<file path="src/rtl/mem_stage_pkg.sv">
// Pipeline register layouts and memory-access encodings shared by the MEM stage.
package PipelineReg;

    localparam logic [1:0] MEM_SZ_B = 2'b00;
    localparam logic [1:0] MEM_SZ_H = 2'b01;
    localparam logic [1:0] MEM_SZ_W = 2'b10;
    localparam int         MEM_UNSIGNED_BIT = 2;

    typedef enum logic {MS_IDLE, MS_WAIT} mem_fsm_t;

    typedef struct packed {
        logic [31:0] pc;
        logic [31:0] ALUOutput;
        logic [31:0] rd2;
        logic [31:0] write_reg;
        logic [4:0]  rd;
        logic        RegWrite;
        logic        MemRead;
        logic        MemWrite;
        logic        MemToReg;
        logic [3:0]  mem_type;
    } MEM_STATE;

    typedef struct packed {
        logic [31:0] pc;
        logic        RegWrite;
        logic [4:0]  rd;
        logic [31:0] final_out;
    } WBACK_STATE;

endpackage

</file>
<file path="src/rtl/mem_stage_align.sv">
// Byte-lane steering for stores and sign/zero extension for loads.
module mem_lane_align
    import PipelineReg::*;
(
    input  logic [1:0]  size,
    input  logic [1:0]  off,
    input  logic        uns,
    input  logic [31:0] st_data,
    input  logic [31:0] rdata,
    output logic [3:0]  be,
    output logic [31:0] wdata,
    output logic [31:0] load_ext,
    output logic        misaligned
);

    logic [7:0]  b_sel;
    logic [15:0] h_sel;

    assign b_sel = rdata[8*off +: 8];
    assign h_sel = off[1] ? rdata[31:16] : rdata[15:0];

    always_comb begin
        be         = 4'b1111;
        wdata      = st_data;
        load_ext   = rdata;
        misaligned = 1'b0;
        case (size)
            MEM_SZ_B: begin
                be       = 4'b0001 << off;
                wdata    = {4{st_data[7:0]}};
                load_ext = uns ? {24'h0, b_sel} : {{24{b_sel[7]}}, b_sel};
            end
            MEM_SZ_H: begin
                be         = off[1] ? 4'b1100 : 4'b0011;
                wdata      = {2{st_data[15:0]}};
                load_ext   = uns ? {16'h0, h_sel} : {{16{h_sel[15]}}, h_sel};
                misaligned = off[0];
            end
            // word and the reserved size both use the full lane-0 word
            default: misaligned = (off != 2'b00);
        endcase
    end

endmodule

</file>
<file path="src/rtl/mem_stage.sv">
// RV32IC memory-access stage: data-memory handshake, stall generation, WBACK register.
// Define MEM_STAGE_MISALIGN_TRAP_EN to trap misaligned half/word accesses instead of issuing them.
module mem_stage
    import PipelineReg::*;
#(
    parameter int DMEM_TIMEOUT = 0
) (
    input  logic                          clk,
    input  logic                          rst,
    input  logic [$bits(MEM_STATE)-1:0]   mem_in,
    input  logic                          mem_valid,
    output logic                          stall_out,
    output logic [$bits(WBACK_STATE)-1:0] wb_out,
    output logic                          wb_valid,
    output logic                          dmem_req,
    output logic                          dmem_we,
    output logic [31:0]                   dmem_addr,
    output logic [3:0]                    dmem_be,
    output logic [31:0]                   dmem_wdata,
    input  logic                          dmem_ack,
    input  logic [31:0]                   dmem_rdata,
    output logic                          bus_err,
    output logic                          misalign_trap
);

    localparam bit          TMO_EN   = (DMEM_TIMEOUT > 0);
    localparam logic [31:0] TMO_LAST = TMO_EN ? 32'(DMEM_TIMEOUT - 1) : 32'h0;

    MEM_STATE   m;
    WBACK_STATE wb_r;
    mem_fsm_t   state;
    logic [31:0] tmo_cnt;
    logic [31:0] load_ext;
    logic        misaligned;
    logic        access, go, trap_evt, req_c, tmo_fire, done;
    logic        unused_bits;

    assign m = MEM_STATE'(mem_in);

    mem_lane_align u_align (
        .size       (m.mem_type[1:0]),
        .off        (m.ALUOutput[1:0]),
        .uns        (m.mem_type[MEM_UNSIGNED_BIT]),
        .st_data    (m.rd2),
        .rdata      (dmem_rdata),
        .be         (dmem_be),
        .wdata      (dmem_wdata),
        .load_ext   (load_ext),
        .misaligned (misaligned)
    );

    assign access = mem_valid & (m.MemRead | m.MemWrite);

`ifdef MEM_STAGE_MISALIGN_TRAP_EN
    assign go          = access & ~misaligned;
    assign trap_evt    = access & misaligned;
    assign unused_bits = m.mem_type[3];
`else
    assign go          = access;
    assign trap_evt    = 1'b0;
    assign unused_bits = ^{m.mem_type[3], misaligned};
`endif

    // Reset drops the request at once; an abandoned access is never replayed.
    assign req_c    = ~rst & ((state == MS_IDLE && go) || state == MS_WAIT);
    assign tmo_fire = TMO_EN && state == MS_WAIT && !dmem_ack && tmo_cnt == TMO_LAST;
    assign done     = req_c & (dmem_ack | tmo_fire);

    assign dmem_req  = req_c;
    assign dmem_we   = m.MemWrite;
    assign dmem_addr = {m.ALUOutput[31:2], 2'b00};
    assign stall_out = req_c & ~dmem_ack & ~tmo_fire;
    assign wb_out    = wb_r;

    always_ff @(posedge clk or posedge rst) begin
        if (rst) begin
            state         <= MS_IDLE;
            tmo_cnt       <= '0;
            wb_r          <= '0;
            wb_valid      <= 1'b0;
            bus_err       <= 1'b0;
            misalign_trap <= 1'b0;
        end else begin
            bus_err       <= tmo_fire;
            misalign_trap <= trap_evt;

            case (state)
                MS_IDLE: begin
                    tmo_cnt <= '0;
                    if (go && !dmem_ack) state <= MS_WAIT;
                end
                MS_WAIT: begin
                    if (dmem_ack || tmo_fire) state <= MS_IDLE;
                    else                      tmo_cnt <= tmo_cnt + 32'd1;
                end
                default: state <= MS_IDLE;
            endcase

            if (done) begin
                wb_valid       <= 1'b1;
                wb_r.pc        <= m.pc;
                wb_r.rd        <= m.rd;
                wb_r.RegWrite  <= m.RegWrite & ~m.MemWrite & ~tmo_fire;
                wb_r.final_out <= m.MemToReg ? load_ext : m.write_reg;
            end else if (trap_evt) begin
                wb_valid       <= 1'b1;
                wb_r.pc        <= m.pc;
                wb_r.rd        <= m.rd;
                wb_r.RegWrite  <= 1'b0;
                wb_r.final_out <= m.write_reg;
            end else if (mem_valid && !access) begin
                wb_valid       <= 1'b1;
                wb_r.pc        <= m.pc;
                wb_r.rd        <= m.rd;
                wb_r.RegWrite  <= m.RegWrite;
                wb_r.final_out <= m.write_reg;
            end else begin
                // bubble or still waiting on memory: nothing retires this cycle
                wb_valid      <= 1'b0;
                wb_r.RegWrite <= 1'b0;
            end
        end
    end

endmodule

</file>
<file path="config.mk">
export PLATFORM = sky130hd
export DESIGN_NAME = mem_stage
export DESIGN_NICKNAME = d
export VERILOG_FILES = /design/src/rtl/mem_stage_pkg.sv /design/src/rtl/mem_stage_align.sv /design/src/rtl/mem_stage.sv
export SDC_FILE = /design/constraint.sdc
export NUM_CORES = 1
export LEC_CHECK = 0
export CORE_MARGIN = 5
export CORE_UTILIZATION = 37
export DETAILED_ROUTE_END_ITERATION = 8
export PLACE_DENSITY = 0.87
export REMOVE_ABC_BUFFERS = 1
export SLEW_MARGIN = 10
export SYNTH_ARGS = -nofsm -noshare
export SYNTH_HDL_FRONTEND = slang
export SYNTH_HIERARCHICAL = 1
export SYNTH_SLANG_ARGS = --single-unit
</file>
<file path="constraint.sdc">
create_clock -name clk -period 2.89 [get_ports clk]
set_clock_uncertainty 0.1 [all_clocks]
set_input_delay 0.578 -clock clk [delete_from_list [all_inputs] [get_ports clk]]
set_output_delay 0.578 -clock clk [all_outputs]
set_load 0.03 [all_outputs]
</file>
==> metrics, run 1 <==
Critical Path Source Type primary input; area occupied by multi-input gates 0.00254 mm²; Placed Area 0.00755 mm²; Least-Margin Pin Slew 1.24 ns; Die X 127 µm; final setup vio count 0; max_cap viols 0; Iter 0 DRT Violations 324; LEAKAGE 0.00335 µW; FP Rows 42; via count 5104; DRT Pass-1 Iters 5; commonest non-fill, non-tap cell in the layout clkdlybuf4s50_1; crit end category output pin; worst vdd ir 0.240 mV; Final nets 915; final hold slack 0.385 ns; ANT cells 0; share of layout cells above drive strength 1 16.8%; FF/Latch Area 0.00180 mm²; largest net degree at the start of global routing 73; Fmax achieved 365 MHz; CTS buffer count 9; clk sinks 72; critical path class in2out; DRC 0; H-tree levels 3; Finished Cell Area 0.00787 mm²; crit path time final 2.74 ns; routed wire length 19.6 mm; synthesized instance count 531; global-route wire length before repair 29.7 mm; insertion delay to the later sink of the worst-skew pair 0.33 ns; CTS Buffer Depth 2; Placed Cells 903; syn_area_per_cell 9.49 µm²; Port Buffer Count 255; crit path DAT 2.06 ns; chip height 127 µm; GRT overflow 0; Power Dens Cells 537 mW/mm²; DRT antenna net count 0; RSZ-0062 raised after global routing false; Final Hold Vio Count 0; Max-slew headroom 16.8%; worst min path class reg2reg; Total Routing Usage GR 23.5%; final worst-path cycle share 94.9%; Layout fillers 1160; CTS root buffer clkbuf_16; post-DP HPWL 15.1 mm; initial antenna violation count 0; TritonCTS clock tree yes; die footprint 0.0161 mm²; Critical Path RT 2.21 ns; Top Ports 321; Area Growth Syn to Fin 56.2%; status completed; Reg clk slew, reported paths 0.05 ns; WL/cell 21.4 µm; via density per instance 5.55; Initial Util 37.9%; highest-count cells in the layout ignoring fill and taps clkdlybuf4s50_1 (232), dfrtp_1 (72), mux2_2 (50); yosys warns 6; routability cong. 0.802; CP max FO 20; Core Footprint 0.0133 mm²; number of global-route vias before repair 5239; Post-Syn Area 0.00504 mm²; final std cells w/o fill 919; fin. max-slew vios 0
==> report_power, final <==
group	switching (µW)	total, µW	internal (µW)
Sequential	96.1	1290	1200
Combinational	915	1720	805
Clock	454	1220	761
Total	1470	4230	2760
==> metrics by stage <==
step | setup TNS [ns] | total power, µW | setup slack (ns) | util, %
after floorplan | -31.69 | 2130 | -0.562 | -
after global placement | -0.319 | 3010 | -0.0929 | 56.8
after detailed placement | -0.600 | 3050 | -0.124 | 56.8
after CTS | 0 | 4270 | 0.00702 | 59.2
after global routing | 0 | 4410 | 0.0153 | 59.2
final | 0 | 4230 | 0.148 | 59.2
==> sequential cells by signal, summed over array words and instances (netlist names) <==
register,flops
state,1
wb_out,70
wb_valid,1
==> final timing paths <==
path / startpoint / endpoint / slack (ns) / cells past startpoint
worst max-delay path: mem_in[0] / dmem_be[1] / 0.15 / 6
worst min-delay path: wb_out[60] / wb_out[60] / 0.39 / 1
worst max register to register: state / wb_out[11] / 1.05 / 5
worst min register to register: wb_out[60] / wb_out[60] / 0.39 / 1
max in group asynchronous: rst / wb_out[57] / 0.94 / 4
min in group asynchronous: rst / wb_out[28] / 1.12 / 4
==> layout make-up <==
type / instances / share of cell area (%)
Clock buffer: 10 / 2.91
Clock inverter: 6 / 1.14
Inverter: 35 / 1.68
Multi-Input combinational cell: 331 / 32.3
Sequential cell: 72 / 22.9
Tap cell: 176 / 2.80
Timing Repair Buffer: 289 / 36.3
==> worst max-delay path, stage by stage <==
cell	delay (ns)
clkdlybuf4s50_1	0.50
buf_4	0.14
buf_4	0.28
nor2_1	0.10
o21bai_1	0.29
buf_12	0.17
==> metal layers <==
metal	routed length, µm	GRT usage (%)	vias up
met5	44	2.17	-
met4	194	5.93	2
met3	2190	9.37	16
met2	9480	39.9	305
met1	7720	27.7	2447
li1	-	-	2334
==> timing repair <==
| item | 4_1_cts | 5_1_grt |
|---|---|---|
| pin swaps | 0 | 0 |
| gates resized for setup | 6 | 3 |
| setup endpoints to repair | 6 | 3 |
| buffers inserted | 0 | 0 |
| hold buffers | 0 | 0 |
(Power assumes the default switching activity.)
==> inputs of run 2 (changes only) <==
--- a/config.mk
+++ b/config.mk
@@ -5,13 +5,13 @@
 export SDC_FILE = /design/constraint.sdc
 export NUM_CORES = 1
 export LEC_CHECK = 0
-export CORE_MARGIN = 5
-export CORE_UTILIZATION = 37
+export ABC_CLOCK_PERIOD_IN_PS = 2890
+export CORE_AREA = 5 5 122 124
 export DETAILED_ROUTE_END_ITERATION = 8
-export PLACE_DENSITY = 0.87
+export DIE_AREA = 0 0 127 129
+export PLACE_DENSITY = 0.83
 export REMOVE_ABC_BUFFERS = 1
 export SLEW_MARGIN = 10
 export SYNTH_ARGS = -nofsm -noshare
 export SYNTH_HDL_FRONTEND = slang
-export SYNTH_HIERARCHICAL = 1
 export SYNTH_SLANG_ARGS = --single-unit
==> run 2 against run 1 <==
Against the previous run:
- power is 5.1% lower
- final area shrank 7.6%
- sequential power is essentially flat
- largest cell class unchanged
- global-route usage down 2.3 points
==> metrics, run 2 <==
status completed; Total Routing Usage GR 21.2% (-2.3 points); routed wire length 17.8 mm (-9.1%); number of global-route vias before repair 4756 (-9.2%); CTS root buffer clkbuf_16; Layout fillers 1250 (+7.8%); commonest non-fill, non-tap cell in the layout clkdlybuf4s50_1; DRT Pass-1 Iters 4 (-1); crit end category output pin; Synth top area share 40.7%; critical path capture point stall_out; Iter 0 DRT Violations 247 (-24%); synthesized instance count 509 (-4.1%); ranking of synthesized cells by area dfrtp_1 (41%), nand2_1 (13%), buf_4 (7.8%); met3 wire length 1.97 mm (-10%); DRC 0 (unchanged); Reg clk slew, reported paths 0.06 ns (about the same); r2r worst-path depth 6 (+1); Metal-1 WL 6.90 mm (-11%); Setup TNS 0 ns (unchanged); Commonest cells post-synth nand2_1 (151), dfrtp_1 (72), buf_4 (46), o211ai_1 (23), clkbuf_1 (19); Power Dens Cells 551 mW/mm² (+2.7%); post-synthesis sequential area ratio 40.7%; via count 4616 (-9.6%); Core Footprint 0.0137 mm² (+2.8%); Critical Path Source Type primary input; worst reg2reg startpoint state; Hold Crit Start wb_out[66]; Least-Margin Pin Slew 0.544 ns (-0.699 ns); final worst-path cycle share 96.3% (+1.4 points); final setup vio count 0 (unchanged); Final nets 905 (-1.1%); Fmax achieved 359 MHz (-1.5%); most common cell in the netlist nand2_1; critical path class in2out; Critical Path RT 2.21 ns (about the same); TritonCTS clock tree yes; H-tree levels 3 (unchanged); post-CTS setup buffer count 0 (unchanged); highest-count cells in the layout ignoring fill and taps clkdlybuf4s50_1 (234), nand2_1 (151), dfrtp_1 (72); Final Hold Vio Count 0 (unchanged); FP Rows 43 (+2.4%); Placed Area 0.00698 mm² (-7.6%); LEAKAGE 0.00323 µW (-3.5%); global-route wire length before repair 26.8 mm (-9.9%); WL/cell 19.5 µm (-8.5%); final std cells w/o fill 913 (-0.65%); Worst R2R End wb_out[14]; worst min path class reg2reg; die footprint 0.0164 mm² (+2.0%); insertion delay to the later sink of the worst-skew pair 0.33 ns (about the same); crit path DAT 2.11 ns (+0.05 ns); Top Ports 321 (unchanged); ANT cells 0 (unchanged); initial antenna violation count 0 (unchanged); CP max FO 3 (-85%); cts hold-fix bufs 0 (unchanged); #FFs+latches synth 72; Highest Signal Layer met5; Finished Cell Area 0.00728 mm² (-7.6%); chip height 129 µm (+1.8%); Placed Cells 897 (-0.66%); yosys warns 0 (-6); unique cell type count in the Yosys netlist 45; share of layout cells above drive strength 1 11.7% (-5.1 points); DRT antenna net count 0 (unchanged); fin. max-slew vios 0 (unchanged); Yosys top cell by area dfrtp_1; syn_area_per_cell 8.69 µm² (-8.4%); CTS Buffer Depth 2 (unchanged); routability cong. 0.830 (+3.5%); crit path time final 2.78 ns (+0.0419 ns); clk sinks 72 (unchanged); Post-synth EDFFs 0; max FFs per register 70 (unchanged); CP startpoint mem_valid; via density per instance 5.06 (-9.0%); worst vdd ir 0.293 mV (+22%); CTS buffer count 9 (unchanged); max_cap viols 0 (unchanged); post-DP HPWL 14.2 mm (-5.6%); Post-Syn Area 0.00443 mm² (-12%); ys flop type dfrtp_1; RSZ-0062 raised after global routing false; Max-slew headroom 63.8% (+47 points); DR WL met2 8.60 mm (-9.3%); largest net degree at the start of global routing 41 (-44%); GRT overflow 0 (unchanged); Port Buffer Count 255 (unchanged); Die X 127 µm (+0.22%); Initial Util 32.4% (-5.5 points); R2R setup slack 1.00 ns (-0.05 ns); Post-synth ARST share 100%; Area Growth Syn to Fin 64.4%
run 2: logic make-up (layout without fill, tap and decap cells):
family,count (synthesis),count (layout),share of synthesized area [%]
multiplexers,34,34,8.31
flip-flops,72,72,40.7
other,1,4,0.0847
buffers and inverters,90,311,12.2
AND/OR/NAND/NOR,207,207,20.4
AO/OA/AOI/OAI,105,105,18.2
run 2: cell type report:
class | count | area [µm²] | area share (%)
clock buffers | 10 | 239 | 3.28
clock inverters | 6 | 67.6 | 0.929
inverters | 8 | 31.3 | 0.430
multi-input cells | 350 | 2100 | 28.9
flip-flops and latches | 72 | 1800 | 24.8
well taps | 180 | 225 | 3.10
repair buffers | 287 | 2810 | 38.6
run 2: timing repair:
item | CTS | global route
gates resized for setup | 8 | 0
setup endpoints to repair | 8 | 0
endpoints found under the hold margin | 0 | 0
run 2: critical path, stage by stage:
cell,delay (ns)
clkdlybuf4s50_1,0.49
o21a_1,0.15
nor2_1,0.06
nor3_1,0.13
clkdlybuf4s50_1,0.70
run 2: layer usage:
layer	vias to the layer above	GRT usage (%)
li1	2181	-
met1	2140	24.4
met2	269	36.2
met3	24	9.17
met4	2	5.24
met5	-	4.12
run 2: worst min path at each step:
stage            endpoint  slack (ns)  depth (start not counted)
2_1_floorplan       state        0.44                          2
3_3_place_gp   wb_out[63]        0.36                          2
3_5_place_dp   wb_out[52]        0.36                          2
4_1_cts        wb_out[52]        0.38                          2
5_1_grt        wb_out[52]        0.40                          2
6_report       wb_out[66]        0.37                          2
run 2: through the flow:
stage	worst slack, ns	hold WS (ns)	total power, µW	utilization [%]
5_1_grt	0.0529	0.401	4190	53.2
2_1_floorplan	-1.10	0.435	2050	-
4_1_cts	0.0955	0.375	4060	53.2
6_report	0.106	0.373	4010	53.2
3_3_place_gp	-0.119	0.355	2890	51.1
3_5_place_dp	-0.121	0.361	2910	51.1
run 2: where the power goes:
group / leakage, µW / internal, µW / switching (µW) / total (µW)
clock: 0.000145 / 695 / 444 / 1140
sequential: 0.000882 / 1180 / 92.5 / 1280
combinational: 0.00220 / 730 / 865 / 1600
==> RTL change 1: new RTL, settings of run 2 <==
Make the reset (`rst`) synchronous in one clocked block.
--- a/src/rtl/mem_stage.sv
+++ b/src/rtl/mem_stage.sv
@@ -73,5 +73,5 @@
     assign wb_out    = wb_r;
 
-    always_ff @(posedge clk or posedge rst) begin
+    always_ff @(posedge clk) begin
         if (rst) begin
             state         <= MS_IDLE;
Function: differs if rst is asserted again (counterexample within 4 cycles, from zero or initial values and one cycle with rst high); with rst held inactive, the same outputs for 4 cycles.
==> RTL change 1 against run 2 <==
  * Final cell count shrank 1.2%
  * Cell area shrank 6.0%
  * Synthesized cell count shrank 1.4%
  * Synthesized area shrank 10%
  * Power shrank 17%
  * First-iteration DRC count shrank 32%
  * Wire length shrank 6.4%
  * Sequential cell count is the same
  * Worst setup slack gained 0.094 ns
  * Critical path type unchanged
  * Largest cell class unchanged
==> RTL change 1: results (changes against run 2) <==
metric,value,unit,change
grtUsageMet1,23.5,%,-0.86 points
grt_pass1_vias,4365,,-8.2%
seq_area_frac_synth,36.3,%,-4.4 points
dpl-instance-area,6510,um2,-6.7%
relSlewSlack,63.4,%,-0.36 points
synth_cells,502,,-1.4%
wl_met2,7300,um,-15%
ys.warnings.count,0,,unchanged
layout.nets,895,,-1.1%
met3_usage,10.8,%,+1.7 points
p_leak,0.00266,uW,-18%
gp_congestion,0.819,,-1.4%
cts.path.max_buffers,2,,unchanged
synthMuxAreaShare,10.9,%,+2.6 points
dp_slack,-0.0437,ns,+0.0778 ns
synthTopCellsByArea,"dfxtp_1 36%, nand2_1 12%, buf_4 8.1%, a21oi_1 5.8%, mux2i_1 5.8%",,
hpwl,13400,um,-5.6%
synth_cell_type_count,42,,-6.7%
status,"complete, no violations",,
async_reset_ff_share,0,%,-100 points
clkTransAtPathRegs,0.06,ns,about the same
grt_max_degree,45,,+9.8%
hold_path.class,reg2reg,,
wl_per_cell,18.5,um,-5.2%
worstPathArrival,2.01,ns,-0.10 ns
peakVddDrop,0.277,mV,-5.3%
path_max_fanout,6,,+3
grt_pass1_wl,24500,um,-8.6%
via_per_inst,4.85,,-4.0%
cts-resized-gates,9,,+1
drt_pass1_iterations,4,,unchanged
wl,16700,um,-6.4%
critPathMaxStageDelay,0.45,ns,-0.25 ns
ys_top_cells_by_count,"122 x nand2_1, 72 x dfxtp_1, 46 x a21oi_1, 43 x buf_4, 33 x o21ai_0",,
grt_usage,19.5,%,-1.8 points
m1WireLength,7110,um,+3.0%
fillers,1327,,+6.2%
drt_iter0_markers,168,,-32%
synth_xor_area_share,0,%,unchanged
synthAdderAreaFrac,0,%,unchanged
dpl.cell_count,887,,-1.1%
grtUsageMet2,30.2,%,-6.0 points
drive_gt1_share,10.9,%,-0.79 points
synth_compound_area_share,23.2,%,+5.0 points
route.met3.wl,2050,um,+4.3%
## RTL change 1: cell types whose count changed after synthesis, sizes merged, moves of 7 or more
cell           run 2  this run
a211oi             0         8
a21oi             12        47
a221o             18         1
a22oi              5        30
and3              18         0
buf               63        56
dfrtp             72         0
dfxtp              0        72
mux2i             15        23
nand2            151       122
o211ai            23         1
o21ai             16        35
## RTL change 1: final timing paths
kind,startpoint,end,cells after the start,slack [ns]
max,mem_in[0],dmem_wdata[8],5,0.20
min,wb_out[49],wb_out[49],2,0.35
max reg2reg,state,wb_out[45],5,1.15
min reg2reg,wb_out[49],wb_out[49],2,0.35
## RTL change 1: layout make-up
class / count / area, um2 / area share [%]
flip-flops and latches: 72 / 1440 / 21.1
inverters: 5 / 18.8 / 0.274
repair buffers: 281 / 2740 / 40.1
multi-input cells: 349 / 2070 / 30.3
clock buffers: 12 / 246 / 3.60
clock inverters: 3 / 90.1 / 1.32
well taps: 180 / 225 / 3.29
## RTL change 1: per-stage QoR
step	setup TNS, ns	hold slack [ns]	power, uW
floorplan	0	0.478	1510
global placement	-0.113	0.341	2060
detailed placement	-0.237	0.346	2070
CTS	0	0.353	3360
global route	0	0.374	3470
finish	0	0.352	3320
## RTL change 1: tightest hold or removal path: cells and delay by family, from the launching register on
family	cells	cell delay, ns
DFF	1	0.30
and+or+nand+nor	1	0.05
AOI/OAI and AO/OA	1	0.05
## RTL change 1: cells by family (layout without fill, tap and decap cells)
group | count (synthesis) | in the layout
and+or+nand+nor | 159 | 159
buffers and inverters | 84 | 301
AOI/OAI and AO/OA | 146 | 146
DFF | 72 | 72
muxes | 40 | 40
other | 1 | 4
## RTL change 1: power breakdown
group / switching [uW] / internal (uW) / total (uW)
logic: 488 / 458 / 946
registers: 33.9 / 1060 / 1090
clock network: 416 / 863 / 1280
total: 938 / 2380 / 3320
==> RTL change 2: new RTL, flow settings as in run 2 <==
Made on the original files. Add a define of `MEM_STAGE_MISALIGN_TRAP_EN`.
--- a/src/rtl/mem_stage.sv
+++ b/src/rtl/mem_stage.sv
@@ -1,4 +1,6 @@
 // RV32IC memory-access stage: data-memory handshake, stall generation, WBACK register.
 // Define MEM_STAGE_MISALIGN_TRAP_EN to trap misaligned half/word accesses instead of issuing them.
+`define MEM_STAGE_MISALIGN_TRAP_EN
+
 module mem_stage
     import PipelineReg::*;
Function: changed (Yosys sat finds a counterexample within 4 cycles, from zero or initial values and one cycle with rst high).
==> RTL change 2 against run 2 <==
  * Worst setup slack better by 0.073 ns
  * Combinational power is 8% lower
  * Cell area is 2.7% lower
  * Highest routed layer unchanged
  * Synthesized area is 2.9% lower
  * Largest cell class unchanged
  * Count of clock-buffer cells in the layout is 1 higher
  * Die area stayed put
  * Via count is 6.5% lower
  * Wire length is 4.7% lower
  * Sequential cell count is 1 higher
  * Power is 6.0% lower
==> RTL change 2: results (changes against run 2) <==
metric,value,unit,change
route.met3.wl,2220,um,+13%
layout.nets,876,,-3.2%
grt_usage,19.9,%,-1.3 points
rrSetupSlack,1.20,ns,+0.20 ns
grt_pass1_vias,4491,,-5.6%
grt_max_degree,51,,+24%
dp_slack,-0.0767,ns,+0.0448 ns
m1WireLength,6550,um,-5.0%
drt_iter0_markers,183,,-26%
worstPathArrival,2.03,ns,-0.08 ns
reg2reg_to,wb_out[16],,
endpoint,dmem_be[2],,
relSlewSlack,45.6,%,-18 points
ys_top_cells_by_count,"151 x nand2_1, 73 x dfrtp_1, 46 x buf_4, 26 x o21ai_0, 24 x mux2i_1",,
synthTopCellsByArea,"dfrtp_1 43%, nand2_1 13%, buf_4 8.0%, mux2i_1 5.6%, a221o_1 5.1%",,
drive_gt1_share,10.9,%,-0.80 points
synthMuxAreaShare,10.0,%,+1.7 points
peakVddDrop,0.245,mV,-16%
hold_path.class,reg2reg,,
wl_met2,7980,um,-7.1%
hpwl,13600,um,-4.4%
gp_congestion,0.798,,-3.9%
clock_latency,0.33,ns,about the same
netSwitchingFraction,35.0,%,about the same
wl_per_cell,19.2,um,-1.6%
reg2regPathDepth,4,,-2
p_leak,0.00309,uW,-4.3%
grt_pass1_wl,25100,um,-6.3%
via_per_inst,4.88,,-3.5%
synth_compound_area_share,18.5,%,+0.22 points
seq_area_frac_synth,42.5,%,+1.8 points
io_buffers,256,,+0.39%
synth_cell_type_count,39,,-13%
status,"complete, no violations",,
cp-startpoint,mem_in[78],,
## RTL change 2: cells by family after synthesis
family,Yosys count
multiplexers,41
AND/OR/NAND/NOR,182
flip-flops,73
AO/OA/AOI/OAI,110
buffers and inverters,77
other,1
## RTL change 2: worst min path at each step
stage	from	end	slack (ns)	cells past startpoint
floorplan	state	state	0.43	2
global route	wb_out[50]	wb_out[50]	0.39	2
finish	wb_out[50]	wb_out[50]	0.37	2
detailed placement	wb_out[50]	wb_out[50]	0.36	2
CTS	wb_out[50]	wb_out[50]	0.38	2
global placement	wb_out[63]	wb_out[63]	0.36	2
## RTL change 2: critical path, cell delays in order
cell	delay, ns
clkdlybuf4s50_1	0.59
buf_4	0.28
inv_2	0.16
o21bai_1	0.26
buf_12	0.16
## RTL change 2: what timing repair did
action                     in CTS  in global routing
resized for setup               9                  0
hold buffers                    0                  0
setup buffers                   0                  0
setup endpoints to repair       9                  0
## RTL change 2: cell type report
| cell class | instances | area, um2 |
|---|---|---|
| fillers | 1244 | 6590 |
| flip-flops and latches | 73 | 1830 |
| multi-input cells | 336 | 1980 |
| inverters | 3 | 12.5 |
| clock buffers | 11 | 243 |
| clock inverters | 5 | 31.3 |
| repair buffers | 276 | 2760 |
| well taps | 180 | 225 |
## RTL change 2: per-stage QoR
step	power, uW	TNS (ns)	instance area (um2)	util (%)	instances
after floorplan	1970	-42.42	3810	-	412
after global placement	2750	-0.204	6810	49.9	868
after detailed placement	2770	-0.465	6810	49.9	868
after CTS	3820	0	7080	51.8	884
after global routing	3950	0	7080	51.8	884
final	3770	0	7080	51.8	884
## RTL change 2: per-layer routing
metal	up-vias	track usage (%)
li1	2057	-
met1	1973	22.8
met2	268	33.3
met3	14	10.2
met4	2	4.61
met5	-	2.06
## RTL change 2: power groups by stage
stage	combinational [uW]	sequential [uW]	clock, uW
finish	1470	1260	1040
global route	1560	1280	1100
CTS	1490	1260	1070
detailed placement	1490	1280	0
global placement	1480	1270	0
floorplan	376	1590	0
